<file path="config.mk">
export PLATFORM = sky130hd
export DESIGN_NAME = branch_hazard_ctrl
export DESIGN_NICKNAME = d
export VERILOG_FILES = /design/src/rtl/branch_hazard_ctrl.sv
export SDC_FILE = /design/constraint.sdc
export NUM_CORES = 1
export LEC_CHECK = 0
export CAP_MARGIN = 20
export CORE_ASPECT_RATIO = 0.75
export CORE_UTILIZATION = 25
export CTS_CLUSTER_DIAMETER = 50
export DETAILED_ROUTE_END_ITERATION = 10
export GPL_TIMING_DRIVEN = 1
export SYNTH_ARGS = -nofsm -noshare
export SYNTH_HDL_FRONTEND = slang
export SYNTH_SLANG_ARGS = --single-unit
</file>
<file path="constraint.sdc">
create_clock -name in_clk -period 3.97 [get_ports in_clk]
set_input_delay 0.397 -clock in_clk [delete_from_list [all_inputs] [get_ports in_clk]]
set_output_delay 0.397 -clock in_clk [all_outputs]
set_load 0.01 [all_outputs]
</file>
<file path="src/rtl/branch_hazard_ctrl.sv">
// branch_hazard_ctrl: ID-stage branch operand hazard stall, PC redirect
// and exception flush sequencer with taken/stall performance counters.
module branch_hazard_ctrl #(
    parameter logic [31:0] EXC_VECTOR    = 32'h0000_0004,
    parameter int          EXC_FLUSH_CYC = 2,
    parameter int          CNT_W         = 16
) (
    input  logic             in_clk,
    input  logic             in_rst,
    input  logic             in_hold,
    input  logic             in_id_valid,
    input  logic [5:0]       in_id_op,
    input  logic [5:0]       in_id_func,
    input  logic [4:0]       in_id_rs,
    input  logic [4:0]       in_id_rt,
    input  logic             in_ex_wreg,
    input  logic             in_ex_load,
    input  logic [4:0]       in_ex_rd,
    input  logic             in_mem_wreg,
    input  logic             in_mem_load,
    input  logic [4:0]       in_mem_rd,
    input  logic             in_branch,
    input  logic [31:0]      in_target,
    input  logic             in_exception,
    output logic             out_stall,
    output logic             out_bubble,
    output logic             out_flush,
    output logic             out_redirect,
    output logic [31:0]      out_redirect_pc,
    output logic [1:0]       out_state,
    output logic [CNT_W-1:0] out_taken_cnt,
    output logic [CNT_W-1:0] out_stall_cnt
);
    localparam int FW = (EXC_FLUSH_CYC > 1) ? $clog2(EXC_FLUSH_CYC) : 1;
    localparam logic [FW-1:0] FLUSH_INIT = FW'(EXC_FLUSH_CYC - 1);
    localparam logic EXC_STAY = (EXC_FLUSH_CYC > 1);

    localparam logic [5:0] OP_SPECIAL = 6'h00;
    localparam logic [5:0] OP_REGIMM  = 6'h01;
    localparam logic [5:0] OP_J       = 6'h02;
    localparam logic [5:0] OP_JAL     = 6'h03;
    localparam logic [5:0] OP_BEQ     = 6'h04;
    localparam logic [5:0] OP_BNE     = 6'h05;
    localparam logic [5:0] FUNC_JR    = 6'h08;
    localparam logic [5:0] FUNC_JALR  = 6'h09;
    localparam logic [5:0] FUNC_TEQ   = 6'h34;
    localparam logic [4:0] RT_BGEZ    = 5'h01;

    typedef enum logic [1:0] {
        S_RUN = 2'd0,
        S_HAZ = 2'd1,
        S_EXC = 2'd2
    } state_t;

    state_t           r_state;
    logic [1:0]       r_scnt;
    logic [FW-1:0]    r_fcnt;
    logic [CNT_W-1:0] r_taken;
    logic [CNT_W-1:0] r_stalls;

    logic       w_is_br;
    logic       w_use_rs;
    logic       w_use_rt;
    logic       w_rs_on;
    logic       w_rt_on;
    logic       w_ex_hit;
    logic       w_mem_hit;
    logic [1:0] w_hz;
    logic       w_exc_take;
    logic       w_hz_take;
    logic       w_br_take;
    logic       w_haz_hold;
    logic       w_unused;

    // MEM ALU results are forwarded, so only MEM loads matter
    assign w_unused = in_mem_wreg;

    // Classify the ID instruction and which source registers it reads
    always_comb begin
        w_is_br  = 1'b0;
        w_use_rs = 1'b0;
        w_use_rt = 1'b0;
        unique case (1'b1)
            (in_id_op == OP_BEQ) || (in_id_op == OP_BNE),
            (in_id_op == OP_SPECIAL) && (in_id_func == FUNC_TEQ): begin
                w_is_br  = 1'b1;
                w_use_rs = 1'b1;
                w_use_rt = 1'b1;
            end
            (in_id_op == OP_REGIMM) && (in_id_rt == RT_BGEZ),
            (in_id_op == OP_SPECIAL) &&
                ((in_id_func == FUNC_JR) || (in_id_func == FUNC_JALR)): begin
                w_is_br  = 1'b1;
                w_use_rs = 1'b1;
            end
            (in_id_op == OP_J) || (in_id_op == OP_JAL): begin
                w_is_br  = 1'b1;
            end
            default: ;
        endcase
    end

    assign w_rs_on   = w_use_rs && (in_id_rs != 5'd0);
    assign w_rt_on   = w_use_rt && (in_id_rt != 5'd0);
    assign w_ex_hit  = (w_rs_on && (in_id_rs == in_ex_rd)) ||
                       (w_rt_on && (in_id_rt == in_ex_rd));
    assign w_mem_hit = (w_rs_on && (in_id_rs == in_mem_rd)) ||
                       (w_rt_on && (in_id_rt == in_mem_rd));

    // Cycles the branch operands are still in flight
    always_comb begin
        w_hz = 2'd0;
        if (in_id_valid && w_is_br) begin
            if (in_ex_load && w_ex_hit)
                w_hz = 2'd2;
            else if (in_ex_wreg && w_ex_hit)
                w_hz = 2'd1;
            else if (in_mem_load && w_mem_hit)
                w_hz = 2'd1;
        end
    end

    assign w_exc_take = in_rst && !in_hold && in_exception;
    assign w_hz_take  = in_rst && !in_hold && !in_exception &&
                        (r_state == S_RUN) && (w_hz != 2'd0);
    assign w_br_take  = in_rst && !in_hold && !in_exception &&
                        (r_state == S_RUN) && (w_hz == 2'd0) &&
                        in_id_valid && w_is_br && in_branch;
    assign w_haz_hold = in_rst && (r_state == S_HAZ) && !w_exc_take;

    assign out_redirect    = w_exc_take || w_br_take;
    assign out_redirect_pc = w_exc_take ? EXC_VECTOR :
                             (w_br_take ? in_target : 32'd0);
    assign out_flush       = in_rst && ((r_state == S_EXC) || w_exc_take);
    assign out_stall       = in_rst && (in_hold || w_hz_take || w_haz_hold);
    assign out_bubble      = w_hz_take || w_haz_hold;
    assign out_state       = r_state;
    assign out_taken_cnt   = r_taken;
    assign out_stall_cnt   = r_stalls;

    // Sequencer state, stall/flush countdowns and perf counters
    always_ff @(posedge in_clk or negedge in_rst) begin
        if (!in_rst) begin
            r_state  <= S_RUN;
            r_scnt   <= 2'd0;
            r_fcnt   <= '0;
            r_taken  <= '0;
            r_stalls <= '0;
        end else if (!in_hold) begin
            if (in_exception) begin
                r_state <= EXC_STAY ? S_EXC : S_RUN;
                r_fcnt  <= FLUSH_INIT;
                r_scnt  <= 2'd0;
            end else begin
                unique case (r_state)
                    S_RUN: begin
                        if (w_hz != 2'd0) begin
                            r_scnt  <= w_hz - 2'd1;
                            r_state <= (w_hz == 2'd2) ? S_HAZ : S_RUN;
                        end else if (w_br_take) begin
                            r_taken <= r_taken + CNT_W'(1);
                        end
                    end
                    S_HAZ: begin
                        if (r_scnt <= 2'd1)
                            r_state <= S_RUN;
                        if (r_scnt != 2'd0)
                            r_scnt <= r_scnt - 2'd1;
                    end
                    S_EXC: begin
                        if (r_fcnt <= FW'(1))
                            r_state <= S_RUN;
                        if (r_fcnt != '0)
                            r_fcnt <= r_fcnt - FW'(1);
                    end
                    default: r_state <= S_RUN;
                endcase
                if ((w_hz_take || w_haz_hold) && (r_stalls != '1))
                    r_stalls <= r_stalls + CNT_W'(1);
            end
        end
    end
endmodule

</file>
==> flow_metrics.env, run 1 <==
export IMPL_outcome="complete, no violations"
export IMPL_worst_slew_pin_slew_ns=0.502
export IMPL_yosysWarnings=0
export IMPL_muxShareOfSynthArea_pct=1.36
export IMPL_fin_ws_ns=0.118
export IMPL_synth_nets=333
export IMPL_vias=2427
export IMPL_cp_end_kind="output port"
export IMPL_core_area_sq_mm=0.00916
export IMPL_max_stage_delay_ns=0.59
export IMPL_place_ws_ns=-0.301
export IMPL_synthesis_area_sq_mm=0.00239
export IMPL_start_util_pct=26.1
export IMPL_area_growth_synth_to_final_pct=80.9
export IMPL_worstSkewPairLatency_ns=0.28
export IMPL_io_pins=144
export IMPL_synth_area_leader_cell="dfrtp_1"
export IMPL_peakVddDrop_v=0.000142
export IMPL_hold_violations=0
export IMPL_setup_viol=0
export IMPL_synth_adder_area_share_pct=3.14
export IMPL_path_cells="clkdlybuf4s50_1 > or4_1 > o21ai_4 > a2111oi_4 > or2_1 > a221o_1 > ha_4 > nand4b_1 > nor3b_4 > buf_6 > buf_4 > buf_12 > a32o_1 > buf_2"
export IMPL_h_tree_depth=2
export IMPL_grt_max_degree=42
export IMPL_synthDominantCellAreaShare_pct=37.7
export IMPL_ys_types=43
export IMPL_fp_row_count=30
export IMPL_r2r_end="out_taken_cnt[1]$_DFFE_PN0P_"
export IMPL_port_buffers=142
export IMPL_ant_nets=0
export IMPL_r2r_cells=8
export IMPL_antenna_cells=0
export IMPL_wl_per_cell_um=13.9
export IMPL_drv_cap=0
export IMPL_drive_above_1_share_pct=15.2
export IMPL_synthTopCellsByArea="dfrtp_1 38%, xnor2_1 16%, and2_1 8.6%, nand4_1 4.5%, ha_1 3.1%"
export IMPL_slew_viol_final=0
export IMPL_fin_crit_sh_pct=97.0
export IMPL_clkTransAtPathRegs_ns=0.05
export IMPL_cp_max_fo=13
export IMPL_synth_top_family_by_area="simple AND/OR/NAND/NOR gates"
export IMPL_syn_area_per_cell_sq_um=9.45
export IMPL_synthCells=253
export IMPL_leakage_nw=1.96
export IMPL_cts_root_buf="clkbuf_16"
export IMPL_cts_path_max_buffers=2
export IMPL_critical_path_required_ns=3.57
export IMPL_chipWidth_um=115
export IMPL_vias_per_cell=4.41
export IMPL_finClkSkew_ns=0.00616
export IMPL_hp_class="input port to async pin"
export IMPL_rsz0062_at_grt="false"
export IMPL_cts_tree="yes"
export IMPL_grt_pass1_vias=2420
export IMPL_crit_buf_inv=5
export IMPL_grt_usage_pct=15.7
export IMPL_layout_common_cells="103 x clkdlybuf4s50_1, 45 x xnor2_1, 36 x dfrtp_1"
export IMPL_final_common_cell="clkdlybuf4s50_1"
export IMPL_antenna_found_initial=0
export IMPL_max_slew_margin_pct=66.5
export IMPL_synth_xor_area_share_pct=18.3
export IMPL_r2r_slack_ns=1.86
export IMPL_cp_slowest_cell="or4_1"
export IMPL_dpl_hpwl_um=6140
export IMPL_cts_buffers=5
export IMPL_overflow=0
export IMPL_r2r_start="out_state[1]$_DFFE_PN0P_"
export IMPL_post_route_drc_count=0
export IMPL_seq_area_frac_synth_pct=37.7
export IMPL_yosys_area_share_simple_pct=30.2
export IMPL_synth_compound_area_share_pct=7.02
export IMPL_firstDrtPassIters=4
export IMPL_max_freq_ghz=0.260
export IMPL_wirelength_um=7630
export IMPL_drt_iter0_drc=71
export IMPL_crit_type="input port to output port"
export IMPL_p_per_area_mw_per_mm2=210
export IMPL_power_w=0.000909
export IMPL_clock_sinks=36
export IMPL_gp_congestion=0.800
export IMPL_nets=502
export IMPL_fp_dieH_um=86.7
export IMPL_ctsHoldBuffers=0
export IMPL_synth_seq_cells=36
export IMPL_critPathTopFamily="simple AND/OR/NAND/NOR gates"
export IMPL_cp_arrival_ns=3.45
export IMPL_grt_pass1_wl_um=12200
export IMPL_fin_crit_ns=3.85
export IMPL_die_area_sq_mm=0.00996
export IMPL_cp_start_kind="input port"
## state kept, by name, summed over array words and instances, names as in the netlist
signal	count
out_taken_cnt	16
out_state	2
out_stall_cnt	16
r_scnt	2
## routing by layer
metal	vias up	routed length, um	global-route usage (%)
li1	1217	-	-
met1	1155	3520	20.2
met2	48	3720	26.8
met3	7	283	3.57
met4	0	108	3.66
met5	-	0	0
## cell families after synthesis
logic type | Yosys count
AOI/OAI and AO/OA | 20
xor gates and xnor gates | 50
adders and majority gates | 6
buffers and inverters | 14
DFF | 36
muxes | 3
and+or+nand+nor | 124
## cells in the mapped netlist
master     number
xnor2_1        45
dfrtp_1        36
and2_1         33
nand2_1        20
nand4_1        17
and3_1         11
nor2_1          9
nand3_1         8
clkbuf_1        6
ha_1            6
inv_1           5
nand2b_1        5
xor2_1          5
a21oi_1         4
nand3b_1        4
o21ai_0         4
nor3_1          3
nor4_1          3
and4_1          2
buf_2           2
mux2_2          2
o21ai_1         2
a2111oi_4       1
a21boi_0        1
a221o_1         1
a31o_2          1
a31oi_1         1
a32o_1          1
a41o_1          1
buf_1           1
mux2i_1         1
nand4b_1        1
nor2b_1         1
nor3b_2         1
nor4b_1         1
nor4bb_1        1
o21a_1          1
o2bb2a_4        1
o311a_1         1
or2_1           1
or2_2           1
or4_1           1
or4_4           1
## final cells by class
cell class	count	area, sq um
Clock buffer	6	129
Clock inverter	1	5.00
Fill cell	937	4840
Inverter	5	18.8
Multi-Input combinational cell	203	1520
Sequential cell	36	901
Tap cell	128	160
Timing Repair Buffer	171	1590
## timing repair
action	CTS	global route
pin swaps	8	8
resized for setup	77	16
setup endpoints to repair	35	35
setup buffers	3	0
cloned	1	0
## stage by stage
step	setup TNS, ns	area (sq um)	hold WS, ns	utilization [%]	cells
floorplan	0	2390	0.101	-	253
global placement	-8.39	4140	0.470	45.2	539
detailed placement	-9.38	4140	0.474	45.2	539
CTS	0	4280	0.207	46.7	550
global route	0	4320	0.233	47.2	550
finish	0	4320	0.191	47.2	550
## power breakdown
group / total [W] / internal, W / switching, W
Sequential: 0.000377 / 0.000372 / 0.00000489
Clock: 0.000368 / 0.000228 / 0.000140
Combinational: 0.000165 / 0.000104 / 0.0000605
Total: 0.000909 / 0.000704 / 0.000206
## worst reg2reg max path, cell delays in order, from the launching register on
cell and delay [ns]:
dfrtp_1 0.45, nor2_1 0.14, and3_1 0.26, nand4b_1 0.18, nor3b_4 0.22, buf_6 0.15, buf_16 0.12, buf_4 0.14
mux2_2 0.33
## worst max-delay path by stage
stage	cells past startpoint	to	slack, ns	start
floorplan	11	out_redirect_pc[13]	0.64	in_id_rt[1]
global placement	12	out_redirect_pc[2]	-0.27	in_id_rt[1]
detailed placement	12	out_redirect_pc[24]	-0.30	in_id_rt[1]
CTS	14	out_redirect_pc[13]	0.008	in_id_rt[3]
global route	16	out_redirect_pc[2]	0.01	in_id_op[1]
finish	14	out_redirect_pc[2]	0.12	in_id_rs[1]
Note: power is estimated with default switching activity, not from simulation.
==> run 2, diff against run 1 <==
==> constraint.sdc (replaced) <==
create_clock -name in_clk -period 3.97 [get_ports in_clk]
set_input_delay 0.397 -clock in_clk [delete_from_list [all_inputs] [get_ports in_clk]]
set_output_delay 0.397 -clock in_clk [all_outputs]
set_load 0.05 [all_outputs]
==> flow_metrics.env, run 2 (synthesized netlist as in run 1, its figures left out) <==
export IMPL_outcome="complete, no violations"
export IMPL_met1_usage_pct=19.9
export IMPL_cts_buffers=5
export IMPL_io_pins=144
export IMPL_worst_slew_pin_slew_ns=0.527
export IMPL_clkPwrFrac_pct=39.5
export IMPL_critical_path_required_ns=3.57
export IMPL_hp_class="register to register"
export IMPL_max_slew_margin_pct=64.7
export IMPL_worstSkewPairLatency_ns=0.27
export IMPL_vias=2413
export IMPL_layout_common_cells="104 x clkdlybuf4s50_1, 45 x xnor2_1, 36 x dfrtp_1"
export IMPL_cts_tree="yes"
export IMPL_peakVddDrop_v=0.000197
export IMPL_die_area_sq_mm=0.00996
export IMPL_power_w=0.000916
export IMPL_cts_path_max_buffers=2
export IMPL_wirelength_um=7790
export IMPL_slew_viol_final=0
export IMPL_fin_setup_tns_ns=0
export IMPL_drive_above_1_share_pct=26.4
export IMPL_fin_crit_sh_pct=96.5
export IMPL_h_tree_depth=2
export IMPL_cts_root_buf="clkbuf_16"
export IMPL_max_freq_ghz=0.261
export IMPL_grt_max_degree=35
export IMPL_firstDrtPassIters=4
export IMPL_grt_pass1_vias=2308
export IMPL_antenna_cells=0
export IMPL_drv_cap=0
export IMPL_r2r_slack_ns=1.82
export IMPL_hold_violations=0
export IMPL_busiest_layer="met2"
export IMPL_grt_usage_pct=15.0
export IMPL_overflow=0
export IMPL_cellInternalPower_w=0.000704
export IMPL_holdPathStages=1
export IMPL_hold_ws_ns=0.482
export IMPL_p_switching_w=0.000212
export IMPL_antenna_found_initial=0
export IMPL_leakage_nw=1.99
export IMPL_setup_viol=0
export IMPL_p_seq_share_pct=41.1
export IMPL_finClkSkew_ns=0.00802
export IMPL_critical_path_most_common_cell="buf_6"
export IMPL_postLayoutCoreUtil_pct=52.2
export IMPL_cp_start_kind="input port"
export IMPL_start_util_pct=26.1
export IMPL_grt_use_met2_pct=25.5
export IMPL_post_route_drc_count=0
export IMPL_cp_end_kind="output port"
export IMPL_grtUsageMet3_pct=3.22
export IMPL_dpl_hpwl_um=6180
export IMPL_switching_share_pct=23.2
export IMPL_cp_arrival_ns=3.44
export IMPL_r2r_cells=9
export IMPL_crit_type="input port to output port"
export IMPL_combPwrFrac_pct=19.5
export IMPL_max_stage_delay_ns=0.50
export IMPL_fin_crit_ns=3.83
export IMPL_cp_slowest_cell="or4_4"
export IMPL_fp_row_count=30
export IMPL_clkTransAtPathRegs_ns=0.05
export IMPL_clock_sinks=36
export IMPL_area_growth_synth_to_final_pct=99.9
export IMPL_path_cells="clkdlybuf4s50_1 > or4_4 > o2bb2a_4 > a2111oi_4 > or2_1 > a221o_1 > ha_2 > nand4b_1 > nor3b_4 > buf_6 > buf_6 > and2_4 > buf_12"
export IMPL_vias_per_cell=4.43
export IMPL_drt_iter0_drc=88
export IMPL_wl_per_cell_um=14.3
export IMPL_nets=497
export IMPL_grt_pass1_wl_um=11700
export IMPL_p_per_area_mw_per_mm2=192
export IMPL_fp_dieH_um=86.7
export IMPL_gp_congestion=0.849
export IMPL_ant_nets=0
export IMPL_cp_max_fo=9
export IMPL_final_common_cell="clkdlybuf4s50_1"
export IMPL_core_area_sq_mm=0.00916
export IMPL_port_buffers=142
export IMPL_chipWidth_um=115
run 2: changes by cell type in the layout (fill, tap and decap cells not counted), sizes merged:
cell	delta
dlygate4sd2	-20
buf	+15
dlymetal6s2s	-2
clkbuf	+1
clkdlybuf4s15	-1
clkdlybuf4s50	+1
dlygate4sd3	+1
run 2: final timing paths:
path | end | startpoint
max | out_redirect_pc[16] | in_id_rt[3]
min | out_taken_cnt[15]$_DFFE_PN0P_ | out_taken_cnt[15]$_DFFE_PN0P_
max reg2reg | out_taken_cnt[8]$_DFFE_PN0P_ | out_state[1]$_DFFE_PN0P_
min reg2reg | out_taken_cnt[15]$_DFFE_PN0P_ | out_taken_cnt[15]$_DFFE_PN0P_
max in group asynchronous | out_stall_cnt[2]$_DFFE_PN0P_ | in_rst
min in group asynchronous | out_state[0]$_DFFE_PN0P_ | in_rst
run 2: worst max-delay path: cells and delay by family:
kind	cells	cell delay, ns
buf+inv	4	0.83
fa+ha+maj	1	0.18
compound gates	3	0.74
simple gates	5	1.29
run 2: timing repair:
| item | in CTS | in global routing |
|---|---|---|
| setup buffers | 0 | 8 |
| setup endpoints to repair | 0 | 33 |
| endpoints found under the hold margin | 2 | 0 |
| resized for setup | 0 | 50 |
| hold buffers | 1 | 0 |
run 2: final cells by class:
type                            count  area (sq um)
Clock buffer                        6           129
Clock inverter                      1          5.00
Fill cell                         880          4380
Inverter                            5          18.8
Multi-Input combinational cell    203          1570
Sequential cell                    36           901
Tap cell                          128           160
Timing Repair Buffer              166          2000
run 2: power by group through the flow:
| stage | clock [W] | combinational (W) | sequential [W] |
|---|---|---|---|
| floorplan | 0 | 0.0000529 | 0.000388 |
| global placement | 0 | 0.000169 | 0.000382 |
| detailed placement | 0 | 0.000171 | 0.000382 |
| CTS | 0.000373 | 0.000173 | 0.000376 |
| global route | 0.000390 | 0.000192 | 0.000377 |
| finish | 0.000362 | 0.000178 | 0.000376 |
run 2: layer usage:
metal  wire length, um  vias up
met2              3930       41
met3               270        2
met5                 0        -
met1              3570     1171
li1                  -     1199
met4                27        0
run 2: stage by stage:
stage               std cells  cell area [sq um]  worst slack (ns)
finish                    545               4780             0.137
global route              545               4780           -0.0224
CTS                       536               4540           0.00918
detailed placement        528               4390           0.00895
global placement          528               4390            0.0156
floorplan                 253               2390            0.0532
==> run 3, diff against run 2 <==
--- a/config.mk
+++ b/config.mk
@@ -7,10 +7,12 @@
 export LEC_CHECK = 0
 export CAP_MARGIN = 20
 export CORE_ASPECT_RATIO = 0.75
-export CORE_UTILIZATION = 25
+export CORE_UTILIZATION = 35
 export CTS_CLUSTER_DIAMETER = 50
 export DETAILED_ROUTE_END_ITERATION = 10
 export GPL_TIMING_DRIVEN = 1
+export PLACE_DENSITY = 0.76
+export SETUP_SLACK_MARGIN = 0.05
 export SYNTH_ARGS = -nofsm -noshare
 export SYNTH_HDL_FRONTEND = slang
 export SYNTH_SLANG_ARGS = --single-unit
==> flow_metrics.env, run 3 (synthesized netlist as in run 1, its figures left out) <==
export IMPL_clkTransAtPathRegs_ns=0.08
export IMPL_setup_viol=0
export IMPL_grt_max_degree=42
export IMPL_rsz0062_at_grt="false"
export IMPL_fp_row_count=25
export IMPL_drive_above_1_share_pct=18.5
export IMPL_max_freq_ghz=0.264
export IMPL_chipWidth_um=97.4
export IMPL_drv_cap=0
export IMPL_h_tree_depth=2
export IMPL_highest_layer="met4"
export IMPL_start_util_pct=37.1
export IMPL_outcome="complete, no violations"
export IMPL_multi_input_area_sq_mm=0.00150
export IMPL_worstSkewPairLatency_ns=0.29
export IMPL_hold_violations=0
export IMPL_worst_slew_pin_slew_ns=0.536
export IMPL_ant_nets=0
export IMPL_p_seq_share_pct=45.9
export IMPL_r2r_end="out_taken_cnt[1]$_DFFE_PN0P_"
export IMPL_dr_wl_met3_um=380
export IMPL_wl_met1_um=3080
export IMPL_layout_common_cells="97 x clkdlybuf4s50_1, 45 x xnor2_1, 36 x dfrtp_1, 36 x buf_12, 33 x and2_1"
export IMPL_fp_dieH_um=73.6
export IMPL_cts_root_buf="clkbuf_8"
export IMPL_critical_path_required_ns=3.57
export IMPL_cp_max_fo=19
export IMPL_ctsHoldBuffers=0
export IMPL_fillerInstances=479
export IMPL_io_pins=144
export IMPL_gp_congestion=0.897
export IMPL_port_buffers=142
export IMPL_hp_class="input port to async pin"
export IMPL_post_route_drc_count=0
export IMPL_grt_usage_pct=20.1
export IMPL_core_area_sq_mm=0.00644
export IMPL_p_per_area_mw_per_mm2=180
export IMPL_cp_arrival_ns=3.40
export IMPL_p_switching_w=0.000207
export IMPL_switching_share_pct=25.2
export IMPL_fin_setup_tns_ns=0
export IMPL_cellInternalPower_w=0.000612
export IMPL_vias_per_cell=5.03
export IMPL_wl_met2_um=3690
export IMPL_cp_end_kind="output port"
export IMPL_register_area_sq_um=901
export IMPL_fin_crit_ns=3.79
export IMPL_slew_viol_final=0
export IMPL_overflow=0
export IMPL_finClkSkew_ns=0.00865
export IMPL_clkPwrFrac_pct=32.6
export IMPL_final_common_cell="clkdlybuf4s50_1"
export IMPL_antenna_found_initial=0
export IMPL_r2r_slack_ns=1.97
export IMPL_wirelength_um=7250
export IMPL_area_growth_synth_to_final_pct=90.4
export IMPL_crit_type="input port to output port"
export IMPL_vias=2471
export IMPL_grt_pass1_wl_um=11500
export IMPL_drt_iter0_drc=106
export IMPL_max_slew_margin_pct=64.1
export IMPL_combPwrFrac_pct=21.5
export IMPL_leakage_nw=1.95
export IMPL_dpl_hpwl_um=5910
export IMPL_die_area_sq_mm=0.00717
export IMPL_postLayoutCoreUtil_pct=70.6
export IMPL_fin_crit_sh_pct=95.5
export IMPL_r2r_cells=7
export IMPL_wl_per_cell_um=14.8
export IMPL_antenna_cells=0
export IMPL_cts_tree="yes"
export IMPL_cts_buffers=5
export IMPL_firstDrtPassIters=4
export IMPL_nets=489
export IMPL_grt_pass1_vias=2410
export IMPL_peakVddDrop_v=0.000112
export IMPL_clock_sinks=36
export IMPL_cp_start_kind="input port"
export IMPL_r2r_start="out_state[1]$_DFFE_PN0P_"
export IMPL_cts_path_max_buffers=2
[run 3: layout make-up]
class	instances	share of cell area, %
clock buffer	6	1.81
clock inverter	2	0.220
inverter	5	0.412
multi-input combinational	203	33.0
sequential	36	19.8
tap	81	2.23
timing repair buffer	158	42.5
[run 3: worst max path at each step]
stage	startpoint	end	slack, ns	depth (start not counted)
2_1_floorplan	in_id_rt[1]	out_stall	0.05	11
3_3_place_gp	in_id_rt[1]	out_redirect_pc[2]	0.09	13
3_5_place_dp	in_id_rt[1]	out_redirect_pc[2]	0.04	13
4_1_cts	in_id_rt[3]	out_redirect_pc[2]	0.06	13
5_1_grt	in_id_func[3]	out_redirect_pc[2]	0.04	14
6_report	in_id_func[3]	out_redirect_pc[2]	0.18	14
[run 3: routing by layer]
layer	GRT usage (%)	vias up
met5	0	-
met4	5.88	0
met3	4.95	10
met2	33.7	76
met1	26.0	1191
li1	-	1194
[run 3: timing repair]
| item | 4_1_cts | 5_1_grt |
|---|---|---|
| buffers inserted | 0 | 4 |
| cloned | 0 | 1 |
| resized for setup | 2 | 18 |
| pin swaps | 1 | 10 |
| setup endpoints to repair | 1 | 35 |
[run 3: power groups by stage]
stage	Sequential, W	Clock [W]	Combinational, W
after floorplan	0.000388	0	0.0000529
after global placement	0.000382	0	0.000167
after detailed placement	0.000382	0	0.000171
after CTS	0.000375	0.000272	0.000172
after global routing	0.000376	0.000293	0.000189
final	0.000376	0.000267	0.000176
[run 3: worst max-delay path: stages]
cell and delay (ns):
clkdlybuf4s50_1 0.52, nor4b_1 0.34, o2bb2a_4 0.21, a2111oi_4 0.30, or2_1 0.19, nand2_2 0.07, or2_2 0.30, ha_2 0.18
nand4b_1 0.13, nor3b_4 0.07, buf_4 0.14, clkbuf_16 0.16, a32o_2 0.24, buf_12 0.15
[run 3: per-stage QoR]
stage                     power (W)  setup slack, ns  instances  cell area, sq um  hold slack, ns
after floorplan            0.000441           0.0532        253              2390           0.101
after global placement     0.000549           0.0931        478              4320           0.461
after detailed placement   0.000554           0.0404        478              4320           0.465
after CTS                  0.000819           0.0591        486              4420           0.183
after global routing       0.000858           0.0394        491              4550           0.207
final                      0.000818            0.177        491              4550           0.167
